==> config.mk <==
export PLATFORM = sky130hd
export DESIGN_NAME = serial_rx
export DESIGN_NICKNAME = d
export VERILOG_FILES = /design/src/rtl/serial_pkg.sv /design/src/rtl/serial_rx_fifo.sv /design/src/rtl/serial_rx.sv
export SDC_FILE = /design/constraint.sdc
export NUM_CORES = 1
export LEC_CHECK = 0
export CAP_MARGIN = 15
export CORE_ASPECT_RATIO = 1.75
export CORE_UTILIZATION = 40
export CTS_CLUSTER_DIAMETER = 30
export CTS_CLUSTER_SIZE = 25
export DETAILED_ROUTE_END_ITERATION = 8
export SYNTH_ARGS = -nofsm -noshare
export SYNTH_HDL_FRONTEND = slang
export SYNTH_HIERARCHICAL = 1
export SYNTH_SLANG_ARGS = --single-unit
==> constraint.sdc <==
create_clock -name clk_i -period 3.7 [get_ports clk_i]
set_input_delay 0.555 -clock clk_i [delete_from_list [all_inputs] [get_ports clk_i]]
set_output_delay 0.555 -clock clk_i [all_outputs]
set_load 0.005 [all_outputs]
==> src/rtl/serial_pkg.sv <==
// Shared definitions for the 8N1 serial receiver: FSM states and framing constants.
package serial_pkg;

    typedef enum logic [2:0] {
        IDLE,
        START,
        DATA,
        STOP,
        BRK
    } rx_state_t;

    // Smallest usable clocks-per-bit; smaller requests are clamped up to this.
    localparam int   DIV_MIN    = 4;
    localparam int   DATA_BITS  = 8;
    localparam logic STOP_LEVEL = 1'b1;

endpackage

==> src/rtl/serial_rx_fifo.sv <==
// Small byte FIFO with valid/ready read side and a drop indication for pushes
// that find it full with no simultaneous pop.
module serial_rx_fifo #(
    parameter int DEPTH = 4
) (
    input  logic       clk_i,
    input  logic       rst_n,
    input  logic       push,
    input  logic [7:0] wdata,
    input  logic       pop,
    output logic [7:0] rdata,
    output logic       valid,
    output logic       drop
);

    localparam int AW = $clog2(DEPTH);

    logic [AW:0] wr_ptr;
    logic [AW:0] rd_ptr;
    logic [7:0]  mem [DEPTH];
    logic        empty;
    logic        full;
    logic        do_push;
    logic        do_pop;

    // Extra pointer MSB distinguishes full from empty when the indices match.
    assign empty   = (wr_ptr == rd_ptr);
    assign full    = (wr_ptr[AW] != rd_ptr[AW]) && (wr_ptr[AW-1:0] == rd_ptr[AW-1:0]);
    assign do_pop  = pop && !empty;
    assign do_push = push && (!full || do_pop);
    assign drop    = push && !do_push;
    assign valid   = !empty;
    assign rdata   = empty ? 8'h00 : mem[rd_ptr[AW-1:0]];

    // Pointer update; both may move in the same cycle.
    always_ff @(posedge clk_i or negedge rst_n) begin
        if (!rst_n) begin
            wr_ptr <= '0;
            rd_ptr <= '0;
        end else begin
            if (do_push) wr_ptr <= wr_ptr + 1'b1;
            if (do_pop)  rd_ptr <= rd_ptr + 1'b1;
        end
    end

    // Storage write.
    // NOTE: the array has no reset; entries are only visible once written, so
    // resetting them would cost logic for no observable effect.
    always_ff @(posedge clk_i) begin
        if (do_push) mem[wr_ptr[AW-1:0]] <= wdata;
    end

endmodule

==> src/rtl/serial_rx.sv <==
// 8N1 asynchronous serial receiver: synchroniser, mid-bit sampling FSM,
// receive FIFO and sticky framing/overrun flags.
module serial_rx
    import serial_pkg::*;
#(
    parameter int DIV_W      = 16,
    parameter int FIFO_DEPTH = 4
) (
    input  logic             clk_i,
    input  logic             rst_n,
    input  logic [DIV_W-1:0] divisor,
    input  logic             rx_i,
    output logic [7:0]       data_o,
    output logic             valid_o,
    input  logic             ready_i,
    output logic             busy_o,
    output logic             frame_err_o,
    output logic             overrun_o,
    input  logic             clr_i
);

    logic             rx_m;
    logic             rx_s;
    logic             rx_d;
    logic             fell;
    rx_state_t        state;
    logic [DIV_W-1:0] cnt;
    logic [DIV_W-1:0] div_q;
    logic [DIV_W-1:0] eff_div;
    logic [2:0]       bit_idx;
    logic [7:0]       shift;
    logic             sample;
    logic             push;
    logic             frame_set;
    logic             drop;

    assign fell      = rx_d && !rx_s;
    assign eff_div   = (divisor < DIV_W'(DIV_MIN)) ? DIV_W'(DIV_MIN) : divisor;
    assign sample    = (cnt == '0);
    assign push      = (state == STOP) && sample && (rx_s == STOP_LEVEL);
    assign frame_set = (state == STOP) && sample && (rx_s != STOP_LEVEL);
    assign busy_o    = (state != IDLE);

    // Two-flop synchroniser plus one delayed copy for falling-edge detection.
    // NOTE: every flop here uses <= so each stage takes the previous stage's
    // old value; blocking = would collapse the chain into a single flop.
    always_ff @(posedge clk_i or negedge rst_n) begin
        if (!rst_n) begin
            rx_m <= 1'b1;
            rx_s <= 1'b1;
            rx_d <= 1'b1;
        end else begin
            rx_m <= rx_i;
            rx_s <= rx_m;
            rx_d <= rx_s;
        end
    end

    // Frame FSM: half-bit wait into the start bit, then one sample per bit time.
    always_ff @(posedge clk_i or negedge rst_n) begin
        if (!rst_n) begin
            state   <= IDLE;
            cnt     <= '0;
            div_q   <= '0;
            bit_idx <= '0;
            shift   <= '0;
        end else begin
            case (state)
                IDLE: begin
                    if (fell) begin
                        div_q <= eff_div;
                        cnt   <= (eff_div >> 1) - DIV_W'(1);
                        state <= START;
                    end
                end
                START: begin
                    if (!sample) begin
                        cnt <= cnt - DIV_W'(1);
                    end else if (!rx_s) begin
                        cnt     <= div_q - DIV_W'(1);
                        bit_idx <= '0;
                        state   <= DATA;
                    end else begin
                        state <= IDLE;
                    end
                end
                DATA: begin
                    if (!sample) begin
                        cnt <= cnt - DIV_W'(1);
                    end else begin
                        shift <= {rx_s, shift[7:1]};
                        cnt   <= div_q - DIV_W'(1);
                        if (bit_idx == 3'(DATA_BITS - 1)) state   <= STOP;
                        else                              bit_idx <= bit_idx + 3'd1;
                    end
                end
                STOP: begin
                    if (!sample)                  cnt   <= cnt - DIV_W'(1);
                    else if (rx_s == STOP_LEVEL)  state <= IDLE;
                    else                          state <= BRK;
                end
                BRK: begin
                    if (rx_s) state <= IDLE;
                end
                default: state <= IDLE;
            endcase
        end
    end

    // Sticky error flags; a new error in the clear cycle keeps the flag set.
    always_ff @(posedge clk_i or negedge rst_n) begin
        if (!rst_n) begin
            frame_err_o <= 1'b0;
            overrun_o   <= 1'b0;
        end else begin
            frame_err_o <= frame_set || (frame_err_o && !clr_i);
            overrun_o   <= drop      || (overrun_o   && !clr_i);
        end
    end

    serial_rx_fifo #(
        .DEPTH (FIFO_DEPTH)
    ) u_fifo (
        .clk_i (clk_i),
        .rst_n (rst_n),
        .push  (push),
        .wdata (shift),
        .pop   (ready_i),
        .rdata (data_o),
        .valid (valid_o),
        .drop  (drop)
    );

endmodule

==> results of run 1 <==
[cells in the mapped netlist, types with 8 or more instances]
| master | instances | area share |
|---|---|---|
| dfrtp_1 | 54 | 0.27 |
| nor2_1 | 40 | 0.031 |
| edfxtp_1 | 32 | 0.20 |
| o21ai_0 | 27 | 0.027 |
| nand2_1 | 24 | 0.018 |
| mux2_2 | 17 | 0.039 |
| xnor2_1 | 16 | 0.029 |
| a21oi_1 | 15 | 0.015 |
| nor3_1 | 15 | 0.015 |
| xor2_1 | 15 | 0.027 |
| nor4_1 | 13 | 0.017 |
| clkbuf_1 | 10 | 0.0076 |
| ha_1 | 10 | 0.025 |
| inv_1 | 10 | 0.0076 |
| nand3_1 | 10 | 0.010 |
| mux2_4 | 8 | 0.024 |
| mux4_2 | 8 | 0.037 |
[cell type report]
class,instances,share of cell area
Clock buffer,9,0.0394
Clock inverter,7,0.0129
Inverter,10,0.00656
Multi-Input combinational cell,324,0.416
Sequential cell,89,0.418
Tap cell,165,0.0361
Timing Repair Buffer,44,0.0709
[cell families after synthesis]
logic type	Yosys count
AND/OR/NAND/NOR	158
AO/OA/AOI/OAI	87
multiplexers	37
flip-flops	89
XOR/XNOR	32
adder cells (fa/ha/maj)	10
buffers and inverters	28
[worst paths after layout]
check,from,end,slack (ns),cells after the start
worst max-delay path,u_fifo/rd_ptr[1],data_o[4],0.40,4
worst min-delay path,rx_m,rx_s,0.37,0
worst max register to register,cnt[0],cnt[7],0.75,8
worst min register to register,rx_m,rx_s,0.37,0
max in group asynchronous,rst_n,rx_d,2.44,2
min in group asynchronous,rst_n,cnt[15],0.38,1
[layer usage]
layer | share of wire | vias to the layer above
met1 | 0.38 | 1698
met5 | 0 | -
met4 | 0.035 | 0
met2 | 0.56 | 84
li1 | - | 1725
met3 | 0.024 | 23
[metrics by stage]
step	power, W	util
finish	0.00333	0.477
global route	0.00353	0.477
CTS	0.00336	0.477
detailed placement	0.00244	0.452
global placement	0.00241	0.452
floorplan	0.00209	-
[sequential cells by signal, indices dropped and copies added (netlist names), 3 cells and up]
register       flops
u_fifo/mem        32
cnt               16
div_q             16
shift              8
bit_idx            3
state              3
u_fifo/rd_ptr      3
u_fifo/wr_ptr      3
[power by group]
part | switching [W] | total (W) | leakage (nW) | internal, W
Combinational | 0.000432 | 0.000983 | 1.07 | 0.000551
Sequential | 0.000240 | 0.00143 | 1.05 | 0.00119
Clock | 0.000390 | 0.000918 | 0.147 | 0.000528
==> impl_metrics.yaml, run 1 <==
floorplanning:
  start_util: 0.409
  dieArea_mm2: 0.0128
  dieHeight_um: 149
  io_pins: 33
  core_mm2: 0.0120
  die_width_um: 85.8
  num_rows: 53
power_and_ir_drop:
  power.density_mw_per_mm2: 582
  leakagePower_nw: 2.26
  ir_drop_mv: 0.252
clocking:
  clock_sinks: 89
  clock_path_buffers: 2
  clk_latency_ns: 0.34
  ctsHoldBuffers: 0
  cts_buffers: 9
  postCtsSetupRepairBufs: 0
  h-tree-depth: 3
  ctsResizeCount: 0
  clkSlewWorstSetupHoldPaths_ns: 0.07
  cts_tree: "yes"
  cts_root_buffer: "clkbuf_16"
synthesis:
  syn-num-nets: 472
  postSynthAreaPerCell_um2: 11.1
  synth_top_family_by_area: "simple AND/OR/NAND/NOR gates"
  synthXorXnorAreaFrac: 0.0586
  synthAdderAreaFrac: 0.0255
  synth_edf_count: 32
  synth_seq_cells: 89
  syn_area_mm2: 0.00491
  synth_simple_gate_area_frac: 0.176
  async_flop_share: 0.640
  ys_types: 72
  synthFlopType: "dfrtp_1"
  synthMuxAreaShare: 0.108
  synth_compound_area_frac: 0.116
  yosysWarningCount: 6
  ys_seq_area_frac: 0.487
  syn_inst: 441
global_routing:
  use_met1: 0.195
  grt_pass1_vias: 3602
  grt-busiest-layer: "met2"
  grt_util_met3: 0.0266
  grt_pass1_wl_mm: 18.2
  track_usage: 0.186
  overflow: 0
  grt_use_met2: 0.349
  grt_max_degree: 43
  antenna_found_initial: 0
routing:
  first_pass_iters: 5
  ant_nets: 0
  num_vias: 3530
  wl_per_cell_um: 17.1
  routed_wl_mm: 11.1
  drc: 0
  drt_iter0_markers: 114
  vias_per_cell: 5.45
placed_design:
  io_buffers: 32
  place.gp.congestion: 0.904
  post-place-ws_ns: 0.222
  post-place-cells: 632
  place_area_mm2: 0.00542
  dp_hpwl_mm: 8.47
layout:
  stdcell_count: 648
  final_common_cell: "dfrtp_1"
  nets: 509
  final_cell_mix: "dfrtp_1, nor2_1, edfxtp_1"
  diodes: 0
  regArea_mm2: 0.00239
  syn_to_final_growth_pct: 16.4
  n_fill_cell: 1137
  fin_area_mm2: 0.00572
  drive_gt1_frac: 0.170
  multi_input_area_mm2: 0.00238
timing:
  fin_skew_ns: 0.00950
  hold_ws_ns: 0.368
  rsz0062_at_grt: "false"
  relSlewSlack: 0.261
  worstMarginPinSlew_ns: 1.11
  finalHoldViolCount: 0
  finalWorstPathRequiredPeriod_ns: 3.30
  final.setup.tns_ns: 0
  drv_slew: 0
  finalCritPeriodShare: 0.891
  fmax_ghz: 0.303
  setup_ws_ns: 0.404
  setup_violations: 0
setup_path:
  critPathLaunchType: "register"
  worst_setup_path_end_kind: "output pin"
  crit_required_ns: 3.14
  path_buf_inv: 1
  path_cells: "xor2_2 -> nor3_1 -> and2b_1 -> clkdlybuf4s50_1"
  path_max_fanout: 11
  slowest_stage: "nor3_1"
  critPathKind: "register to output pin"
  cp.arrival_ns: 2.74
  slowest_delay_ns: 0.84
  crit_family: "simple AND/OR/NAND/NOR gates"
outcome:
  status: "completed"
hold_path:
  hold_path_class: "register to register"
run:
  max_cap_viol_count: 0
No activity file was read; power rests on OpenSTA's default activity.
==> run 2, diff against run 1 <==
- REMOVE_ABC_BUFFERS: default -> 1
==> run 2 against run 1 <==
Net effect: sequential share of layout area rose by 0.082 points; worst hold slack worse by 0.12 ns; sequential power about the same; via count up 1.7%; die area is the same; routed wire length grew 2.6%; global-route usage up 0.80 points; combinational power about the same; critical path type unchanged.
==> impl_metrics.yaml, run 2 (same netlist as run 1, synthesis figures left out) <==
power_and_ir_drop:
  ir_drop_mv: 0.283
  power.density_mw_per_mm2: 581
  power_w: 0.00332
  leakagePower_nw: 2.26
clocking:
  cts_root_buffer: "clkbuf_16"
  clkSlewWorstSetupHoldPaths_ns: 0.07
  clk_latency_ns: 0.34
  ctsResizeCount: 0
  clock_path_buffers: 2
  clock_sinks: 89
  h-tree-depth: 3
  cts_tree: "yes"
  ctsHoldBuffers: 0
  postCtsSetupRepairBufs: 0
  cts_buffers: 9
timing:
  finalHoldViolCount: 0
  fin_skew_ns: 0.0103
  final.setup.tns_ns: 0
  finalCritPeriodShare: 0.903
  rsz0062_at_grt: "false"
  fmax_ghz: 0.299
  relSlewSlack: 0.281
  setup_violations: 0
  finalWorstPathRequiredPeriod_ns: 3.34
  worstMarginPinSlew_ns: 1.08
  drv_slew: 0
floorplanning:
  num_rows: 53
  core_mm2: 0.0120
  start_util: 0.409
  die_width_um: 85.8
  io_pins: 33
  dieArea_mm2: 0.0128
  dieHeight_um: 149
run:
  max_cap_viol_count: 0
setup_path:
  worst_setup_path_end_kind: "output pin"
  critPathLaunchType: "register"
  cp.arrival_ns: 2.79
  path_max_fanout: 11
  critPathLaunch: "u_fifo/rd_ptr[1]"
  critPathKind: "register to output pin"
  crit_required_ns: 3.14
  reg2reg_from: "cnt[0]"
routing:
  num_vias: 3590
  ant_nets: 0
  drc: 0
  vias_per_cell: 5.54
  wl_per_cell_um: 17.6
  routed_wl_mm: 11.4
  drt_iter0_markers: 230
  first_pass_iters: 5
placed_design:
  place.gp.congestion: 0.922
  dp_hpwl_mm: 8.59
  io_buffers: 32
outcome:
  status: "completed"
layout:
  final_common_cell: "dfrtp_1"
  drive_gt1_frac: 0.161
  largest_reg_flops: 32
  final_cell_mix: "dfrtp_1, nor2_1, edfxtp_1"
  multi_input_area_mm2: 0.00238
  syn_to_final_growth_pct: 16.2
  nets: 509
  diodes: 0
  regArea_mm2: 0.00239
  n_fill_cell: 1161
global_routing:
  grt_max_degree: 31
  overflow: 0
  track_usage: 0.194
  grt_pass1_wl_mm: 18.8
  grt_pass1_vias: 3734
  antenna_found_initial: 0
hold_path:
  hold_path_class: "input port to asynchronous set/reset pin"
[run 2: changes by cell type in the layout (fill, tap and decap cells not counted)]
cell,delta
clkbuf_1,+2
clkinv_4,+1
inv_6,-2
clkinv_2,-2
clkinv_1,+2
clkinvlp_4,-1
[run 2: path summary, 6_finish.rpt]
kind                       slack (ns)  cells after the start         to
setup / recovery                 0.36                      4  data_o[4]
hold / removal                   0.25                      1  overrun_o
setup reg to reg                 0.79                      8     cnt[7]
hold reg to reg                  0.35                      0       rx_s
max in group asynchronous        2.58                      2   shift[5]
min in group clk_i               0.35                      0       rx_s
[run 2: routing by layer]
| layer | vias to the layer above | GRT usage | share of wire |
|---|---|---|---|
| met5 | - | 0 | 0 |
| met4 | 0 | 0.114 | 0.053 |
| met3 | 34 | 0.0344 | 0.026 |
| met2 | 92 | 0.355 | 0.56 |
| met1 | 1745 | 0.205 | 0.36 |
| li1 | 1719 | - | - |
[run 2: where the power goes]
part	total, W	internal, W	switching (W)
clock	0.000898	0.000523	0.000374
sequential	0.00143	0.00119	0.000243
combinational	0.000984	0.000550	0.000434
[run 2: cell type report]
| type | count | share of cell area |
|---|---|---|
| inverters | 10 | 0.00657 |
| well taps | 165 | 0.0362 |
| multi-input cells | 324 | 0.417 |
| clock buffers | 11 | 0.0408 |
| flip-flops and latches | 89 | 0.419 |
| clock inverters | 5 | 0.00964 |
| repair buffers | 44 | 0.0710 |
[run 2: worst max-delay path, stage by stage (launching register included)]
cell and delay, ns:
dfrtp_1 0.69, xor2_2 0.21, nor3_1 0.83, and2b_1 0.27, clkdlybuf4s50_1 0.43
[run 2: metrics by stage]
step | setup slack (ns) | instances | util | hold WS [ns] | area (um2)
after floorplan | 0.344 | 423 | - | 0.259 | 4810
after global placement | 0.299 | 632 | 0.452 | 0.349 | 5420
after detailed placement | 0.203 | 632 | 0.452 | 0.356 | 5420
after CTS | 0.212 | 648 | 0.476 | 0.265 | 5710
after global routing | 0.0827 | 648 | 0.476 | 0.293 | 5710
final | 0.359 | 648 | 0.476 | 0.247 | 5710
==> run 3, diff against run 2 <==
- GPL_ROUTABILITY_DRIVEN: default -> 0
==> results of run 3 <==
Same layout as run 2: the final DEF is identical, and so are final timing and power.
